`src/rtl/regfile_pkg.sv`:
```
// Shared types and defaults for the multi-port register file.
// Holds the init/run state encoding and address-width helper.
package regfile_pkg;

    localparam int DEF_XLEN = 32;
    localparam int DEF_NREG = 32;
    localparam int DEF_NRD  = 2;

    typedef enum logic {
        INIT = 1'b0,
        RUN  = 1'b1
    } rf_state_e;

    function automatic int rf_addr_w(input int n);
        return (n > 1) ? $clog2(n) : 1;
    endfunction

endpackage

```
`src/rtl/regfile_rd_port.sv`:
```
// One combinational read port: range check, hardwired zero register, optional write forwarding.
// Latency: 0 cycles (pure combinational); backpressure: none.
module regfile_rd_port
    import regfile_pkg::*;
#(
    parameter int XLEN     = DEF_XLEN,
    parameter int NREG     = DEF_NREG,
    parameter int AW       = rf_addr_w(DEF_NREG),
    parameter int BYPASS   = 1,
    parameter int ZERO_REG = 1
) (
    input  logic            run,
    input  logic [AW-1:0]   raddr,
    input  logic [XLEN-1:0] mem_dat,
    input  logic            wr_ok,
    input  logic [AW-1:0]   waddr,
    input  logic [XLEN-1:0] wdata,
    output logic [XLEN-1:0] rdata
);

    logic in_range;
    logic is_zero;

    assign in_range = (32'(raddr) < NREG);
    assign is_zero  = (ZERO_REG != 0) && (raddr == '0);

    always_comb begin
        rdata = '0;
        if (run && in_range && !is_zero) begin
            // wr_ok already excludes discarded writes, so only the address match matters here
            if ((BYPASS != 0) && wr_ok && (waddr == raddr)) begin
                rdata = wdata;
            end else begin
                rdata = mem_dat;
            end
        end
    end

endmodule

```
`src/rtl/regfile_mp.sv`:
```
// Multi-port register file with self-clearing init sweep after reset.
// Latency: 1-cycle write, 0-cycle read; backpressure: none, ready low for NREG cycles after reset.
module regfile_mp
    import regfile_pkg::*;
#(
    parameter int XLEN     = DEF_XLEN,
    parameter int NREG     = DEF_NREG,
    parameter int NRD      = DEF_NRD,
    parameter int BYPASS   = 1,
    parameter int ZERO_REG = 1,
    localparam int AW      = rf_addr_w(NREG)
) (
    input  logic                clk,
    input  logic                reset,
    input  logic                we,
    input  logic [AW-1:0]       waddr,
    input  logic [XLEN-1:0]     wdata,
    input  logic [NRD*AW-1:0]   raddr,
    output logic [NRD*XLEN-1:0] rdata,
    output logic                ready
);

    logic [XLEN-1:0] mem [NREG];

    rf_state_e       state, state_nxt;
    logic [AW-1:0]   clr_idx, clr_nxt;
    logic            run;
    logic            wr_ok;
    logic            mem_we;
    logic [AW-1:0]   mem_widx;
    logic [XLEN-1:0] mem_wdat;

    assign run   = (state == RUN);
    assign ready = run;

    // Reset dominates we; writes to out-of-range addresses or the zero register are dropped
    assign wr_ok = run && we && !reset && (32'(waddr) < NREG)
                   && !((ZERO_REG != 0) && (waddr == '0));

    always_comb begin
        state_nxt = state;
        clr_nxt   = clr_idx;
        mem_we    = 1'b0;
        mem_widx  = waddr;
        mem_wdat  = wdata;
        case (state)
            INIT: begin
                mem_we   = !reset;
                mem_widx = clr_idx;
                mem_wdat = '0;
                if (clr_idx == AW'(NREG - 1)) begin
                    state_nxt = RUN;
                    clr_nxt   = '0;
                end else begin
                    clr_nxt = clr_idx + 1'b1;
                end
            end
            RUN: begin
                mem_we = wr_ok;
            end
            default: begin
                state_nxt = INIT;
                clr_nxt   = '0;
            end
        endcase
    end

    always_ff @(posedge clk) begin
        if (reset) begin
            state   <= INIT;
            clr_idx <= '0;
        end else begin
            state   <= state_nxt;
            clr_idx <= clr_nxt;
        end
    end

    always_ff @(posedge clk) begin
        if (mem_we) begin
            mem[mem_widx] <= mem_wdat;
        end
    end

    for (genvar k = 0; k < NRD; k++) begin : g_rd
        logic [AW-1:0]   ra;
        logic [XLEN-1:0] mem_dat;

        assign ra      = raddr[k*AW +: AW];
        assign mem_dat = mem[ra];

        regfile_rd_port #(
            .XLEN     (XLEN),
            .NREG     (NREG),
            .AW       (AW),
            .BYPASS   (BYPASS),
            .ZERO_REG (ZERO_REG)
        ) u_rd_port (
            .run     (run),
            .raddr   (ra),
            .mem_dat (mem_dat),
            .wr_ok   (wr_ok),
            .waddr   (waddr),
            .wdata   (wdata),
            .rdata   (rdata[k*XLEN +: XLEN])
        );
    end

endmodule

```
`config.mk`:
```
export PLATFORM = sky130hd
export DESIGN_NAME = regfile_mp
export DESIGN_NICKNAME = d
export VERILOG_FILES = /design/src/rtl/regfile_pkg.sv /design/src/rtl/regfile_rd_port.sv /design/src/rtl/regfile_mp.sv
export SDC_FILE = /design/constraint.sdc
export NUM_CORES = 1
export LEC_CHECK = 0
export ABC_AREA = 0
export CAP_MARGIN = 20
export CELL_PAD_IN_SITES_DETAIL_PLACEMENT = 0
export CELL_PAD_IN_SITES_GLOBAL_PLACEMENT = 1
export CORE_MARGIN = 2
export CORE_UTILIZATION = 32
export DETAILED_ROUTE_END_ITERATION = 6
export PLACE_DENSITY = 0.61
export SYNTH_ARGS = -nofsm -noshare
export SYNTH_HDL_FRONTEND = slang
export SYNTH_SLANG_ARGS = --single-unit
```
`constraint.sdc`:
```
create_clock -name clk -period 3.5 [get_ports clk]
set_input_delay 0.7 -clock clk [delete_from_list [all_inputs] [get_ports clk]]
set_output_delay 0.7 -clock clk [all_outputs]
set_load 0.03 [all_outputs]
```
# == Yosys cells after proc, flatten, opt, wreduce, memory -nomap -nowiden ==
# Memories as Yosys holds them, arrays and structs flattened.
# Cells that the tools add are included.
# W data, S select, Z words.
# word_totals
output_inout_bits,65
mem_count,1
elab_cells,34
latch_bits,0
ram_bits,1024
in_bits,50
reg_bits,6
rom_bits,0
# memory_table
name,words,word_bits,read_ports,rd_clocked_by_memory_dff,write_ports,line,rtl
mem,32,32,2,0,1,regfile_mp.sv:23,logic [XLEN-1:0] mem [NREG];
# op_classes
shift,0
muxes,12
addsub,1
n_eq_ne,3
bitwise,1
n_lt_le_gt_ge,0
div,0
mul,0
reduce_logical,14
# ops
cell,n
$mux W32,5
$logic_not A5 Y1,3
$eq A5 B5 Y1,2
$mux W5,2
$logic_and A1 B1 Y1,7
$add A5 B1 Y5 const B,1
$eq A5 B5 Y1 const B,1
$logic_not A1 Y1,4
$mux W1,4
$pmux W1 S2,1
$not A1 Y1,1

# == Logic depth before layout (Yosys ltp) ==
# logic_depth
word_depth,6
depth_mapped,9
depth_no_buf,6

# == Cells and area by module ==
# A second synthesis with hierarchy kept.
# unflattened
cells_unflattened,3721
area_unflattened_um2,50781.2
# modules_own_cells
mod,area_per_inst_um2,seq_area_each_um2,cells_each,n_inst
regfile_mp,49339.8,30869.6,3475,1
regfile_rd_port,720.7,0.0,123,2

# == Worst setup path before layout ==
# Ideal clock, no wire load.
# synth_timing
path_type,input port to output port
startpoint,input port raddr[6]
endpoint,output port rdata[34]
path_slack_ns,0.039
path_stages,9
n_path_buf,4
arrival_time_ns,2.761
required_ns,2.800
cell_sequence,clkbuf_2 buf_4 or3b_1 buf_2 buf_2 o221ai_1 a21oi_1 a22o_1 o21ai_0
# synth_between
elab_chain_len,4
word_cells_on_any_way,8
cone_classes,1 x eq/ne; 2 x mux; 4 x reduce/logical; 1 x memory
# synth_rtl
item,line,rtl
"start, declared",regfile_mp.sv:18,"input logic [NRD*AW-1:0] raddr,"
"parallel branches: the longest is 3 deep, another holds $mem_v2 Z32 W32",n/a,
$mux W32 *,regfile_rd_port.sv:29,if (run && in_range && !is_zero) begin
"end, declared",regfile_mp.sv:19,"output logic [NRD*XLEN-1:0] rdata,"
# Mark *: on every way between the ends.

# == Final worst setup path ==
# layout_timing
startpoint,input port raddr[4]
endpoint,output port rdata[5]
# Same word-level chain as after synthesis.

==> flow_metrics.tcl <==
set metrics [dict create \
    r2r-end "mem[24][3]$_DFFE_PP_" \
    track_usage_pct 23.6 \
    grt_pass1_vias 33030 \
    grt_max_degree 56 \
    synth_warnings 0 \
    vias 32706 \
    hp-class "primary input to register" \
    drv_slew 0 \
    holdWs_ns 0.450 \
    grt_setup_unrepaired "yes" \
    die_x_um 394 \
    violations "setup timing" \
    hold_viol_final 0 \
    synth_cell_types 56 \
    drt-wirelength-per-cell_um 35.2 \
    multi_input_area_um2 17600 \
    portBuffers 114 \
    path_delay_family "buffers and inverters" \
    tritoncts "done" \
    drt-pass1-iter-count 6 \
    antenna_found_initial 2 \
    slew-limit-headroom_pct 30.6 \
    htreeDepth 3 \
    rows 142 \
    syn_area_um2 48600 \
    worst_pin_slew_ns 1.04 \
    reg2reg_slack_ns 0.66 \
    core_area_um2 150000 \
    drtIter0Drc 4102 \
    clk_pin_slew_worst_paths_ns 0.07 \
    syn_nets 2734 \
    grt_pass1_wl_mm 259 \
    ios 115 \
    gp_congestion 0.910 \
    ir_drop_mv 0.429 \
    dpl.hpwl_mm 121 \
    cts.path.max_buffers 3 \
    cp-endpoint "rdata[5]" \
    finalNetCount 3307 \
    regArea_um2 30900 \
    cts-root-buf "clkbuf_16" \
    vias_per_cell 6.10 \
    initial_core_util_pct 32.3 \
    drc 0 \
    crit_path_end_kind "primary output" \
    clock-sinks 1030 \
    cp_slowest_cell "a221oi_1" \
    finClkSkew_ns 0.0213 \
    synthFlopType "edfxtp_1" \
    yosysSeqAreaShare_pct 63.6 \
    synth_seq_cells 1030 \
    dieArea_um2 155000 \
    cap_violations 0 \
    clk_latency_ns 0.71 \
    crit_type "primary input to primary output" \
    period_minus_slack_ns 3.68 \
    leakagePower_nw 21.7 \
    drive_gt1_share_pct 41.5 \
    holdBufCountCts 0 \
    status "complete, but fails checks" \
    n_fill_cell 13304 \
    area_growth_syn_to_layout_pct 28.8 \
    p_per_area_nw_per_um2 445 \
    crit_buf_inv 6 \
    required_ns 2.80 \
    crit_path_max_incr_delay_ns 0.44 \
    fin_crit_sh_pct 105 \
    ys_async_sr_fraction_pct 0 \
    die_h_um 394 \
    finalSetupViolations 28 \
    startpoint "raddr[4]" \
    critPathArrivalTime_ns 2.98 \
    postRouteAntennaNets 0 \
    r2r-start "ready$_SDFF_PP0_" \
    synth_edf_count 1024 \
    yosys-top-cells-area "edfxtp_1 63%, mux4_2 17%, mux2i_1 5.9%" \
    synth_top_area_share_pct 63.3 \
    grt-ovfl-total 0 \
    fmax_mhz 272 \
    synthCells 2682 \
    setup_slack_ns -0.181 \
    cp.depth 10 \
    cp_max_fo 9 \
    cts_buffers 105 \
    routed_wl_mm 189 \
    synth_top_cell_by_area "edfxtp_1" \
    path_cells "buf_2, inv_2, buf_12, a221oi_1, buf_4, a22oi_1, buf_4, a21oi_2, a311o_1, buf_12" \
    ff2ff_path_depth 6 \
    worstSetupStartpointType "primary input" \
    syn_area_per_cell_um2 18.1 \
    post-place-ws_ns -0.668 \
]
per-stage QoR:
step / utilization, % / setup TNS, ns / total power, mW / cell area (µm²) / cells
after CTS: 41.2 / -2.31 / 27.8 / 61900 / 5339
after detailed placement: 38.3 / -23.66 / 16.3 / 57500 / 5125
final: 41.6 / -1.86 / 27.8 / 62500 / 5359
after global placement: 38.3 / -22.32 / 16.3 / 57500 / 5125
after floorplan: - / 0 / 15.0 / 48600 / 2682
after global routing: 41.6 / -3.60 / 28.5 / 62500 / 5357
final cells by class:
type	instances	area share (%)
diodes	3	0.0120
clock buffers	134	4.48
clock inverters	58	1.10
inverters	4	0.0240
multi-input cells	1417	28.1
flip-flops and latches	1030	49.4
well taps	2016	4.03
repair buffers	697	12.8
logic make-up after synthesis:
family	count (synthesis)	synth area share [%]
buffers and inverters	235	2.29
flip-flops	1030	63.6
multiplexers	689	23.9
XOR/XNOR	10	0.180
adder cells (fa/ha/maj)	2	0.0515
AND/OR/NAND/NOR	186	1.88
AO/OA/AOI/OAI	530	8.11
cell usage in the layout (no fill, tap or decap), types with 20 or more instances in the layout:
| master | synthesis | layout |
|---|---|---|
| edfxtp_1 | 1024 | 1024 |
| buf_4 | 22 | 435 |
| mux4_2 | 374 | 374 |
| mux2i_1 | 286 | 286 |
| buf_12 | 0 | 168 |
| clkbuf_16 | 0 | 115 |
| a22oi_1 | 121 | 112 |
| a221oi_1 | 66 | 63 |
| a21oi_1 | 103 | 59 |
| nor2_4 | 0 | 38 |
| a21oi_2 | 0 | 35 |
| nand3_1 | 34 | 33 |
| clkdlybuf4s50_1 | 0 | 33 |
| o21bai_1 | 32 | 32 |
| and2_1 | 35 | 32 |
| o221ai_1 | 35 | 30 |
| mux2_2 | 29 | 29 |
| nand2_1 | 28 | 27 |
| clkbuf_1 | 99 | 26 |
| buf_6 | 4 | 24 |
| nor2_1 | 61 | 23 |
| a311o_1 | 32 | 23 |
| o22ai_1 | 22 | 20 |
flip-flops by register name (all words and copies together) (netlist names):
name and cells:
mem 1024, ready 1, clr_idx 5
cell usage after synthesis, drive strengths merged, types with 16 or more instances:
library cell  count
a221oi           66
edfxtp         1024
clkbuf          101
a22o             20
a21oi           103
and2             35
nor2             61
a2111oi          16
a22oi           121
o22ai            22
a311o            32
o21bai           32
o21ai            22
nand3            34
mux2i           286
o221ai           35
nand2            28
mux2             29
buf             130
mux4            374
o31ai            17
how the worst min path moves through the flow:
stage | end | from | depth (start not counted)
2_1_floorplan | clr_idx[3]$_SDFFE_PP0N_ | clr_idx[3]$_SDFFE_PP0N_ | 2
3_3_place_gp | clr_idx[3]$_SDFFE_PP0N_ | clr_idx[3]$_SDFFE_PP0N_ | 2
3_5_place_dp | clr_idx[3]$_SDFFE_PP0N_ | clr_idx[3]$_SDFFE_PP0N_ | 2
4_1_cts | clr_idx[0]$_SDFFE_PP0N_ | reset | 3
5_1_grt | clr_idx[3]$_SDFFE_PP0N_ | reset | 3
6_report | clr_idx[0]$_SDFFE_PP0N_ | reset | 3
routing by layer:
metal	vias to the layer above	GRT usage (%)	wire (µm)
met3	346	7.16	22500
li1	12780	-	-
met4	2	6.31	5540
met2	2089	36.2	85100
met5	-	0	9
met1	17489	32.4	75500
where the power goes:
part	total, mW	switching [mW]	internal (mW)
Clock	11.6	4.92	6.68
Sequential	13.5	0.0325	13.4
Combinational	2.76	1.49	1.27
Total	27.8	6.43	21.4
worst reg2reg max path: cells and delay by family (launching register included):
family,cells,cell delay (ns)
buffers and inverters,2,0.57
AO/OA/AOI/OAI,1,0.36
AND/OR/NAND/NOR,3,1.25
flip-flops,1,0.34
repair_timing:
action / 4_1_cts / 5_1_grt
setup buffers: 16 / 11
gates cloned: 7 / 7
gates resized for setup: 163 / 71
endpoints found under the setup margin: 64 / 59
hold endpoints to repair: 0 / 0
pin swaps: 28 / 10
(Power assumes the default switching activity.)
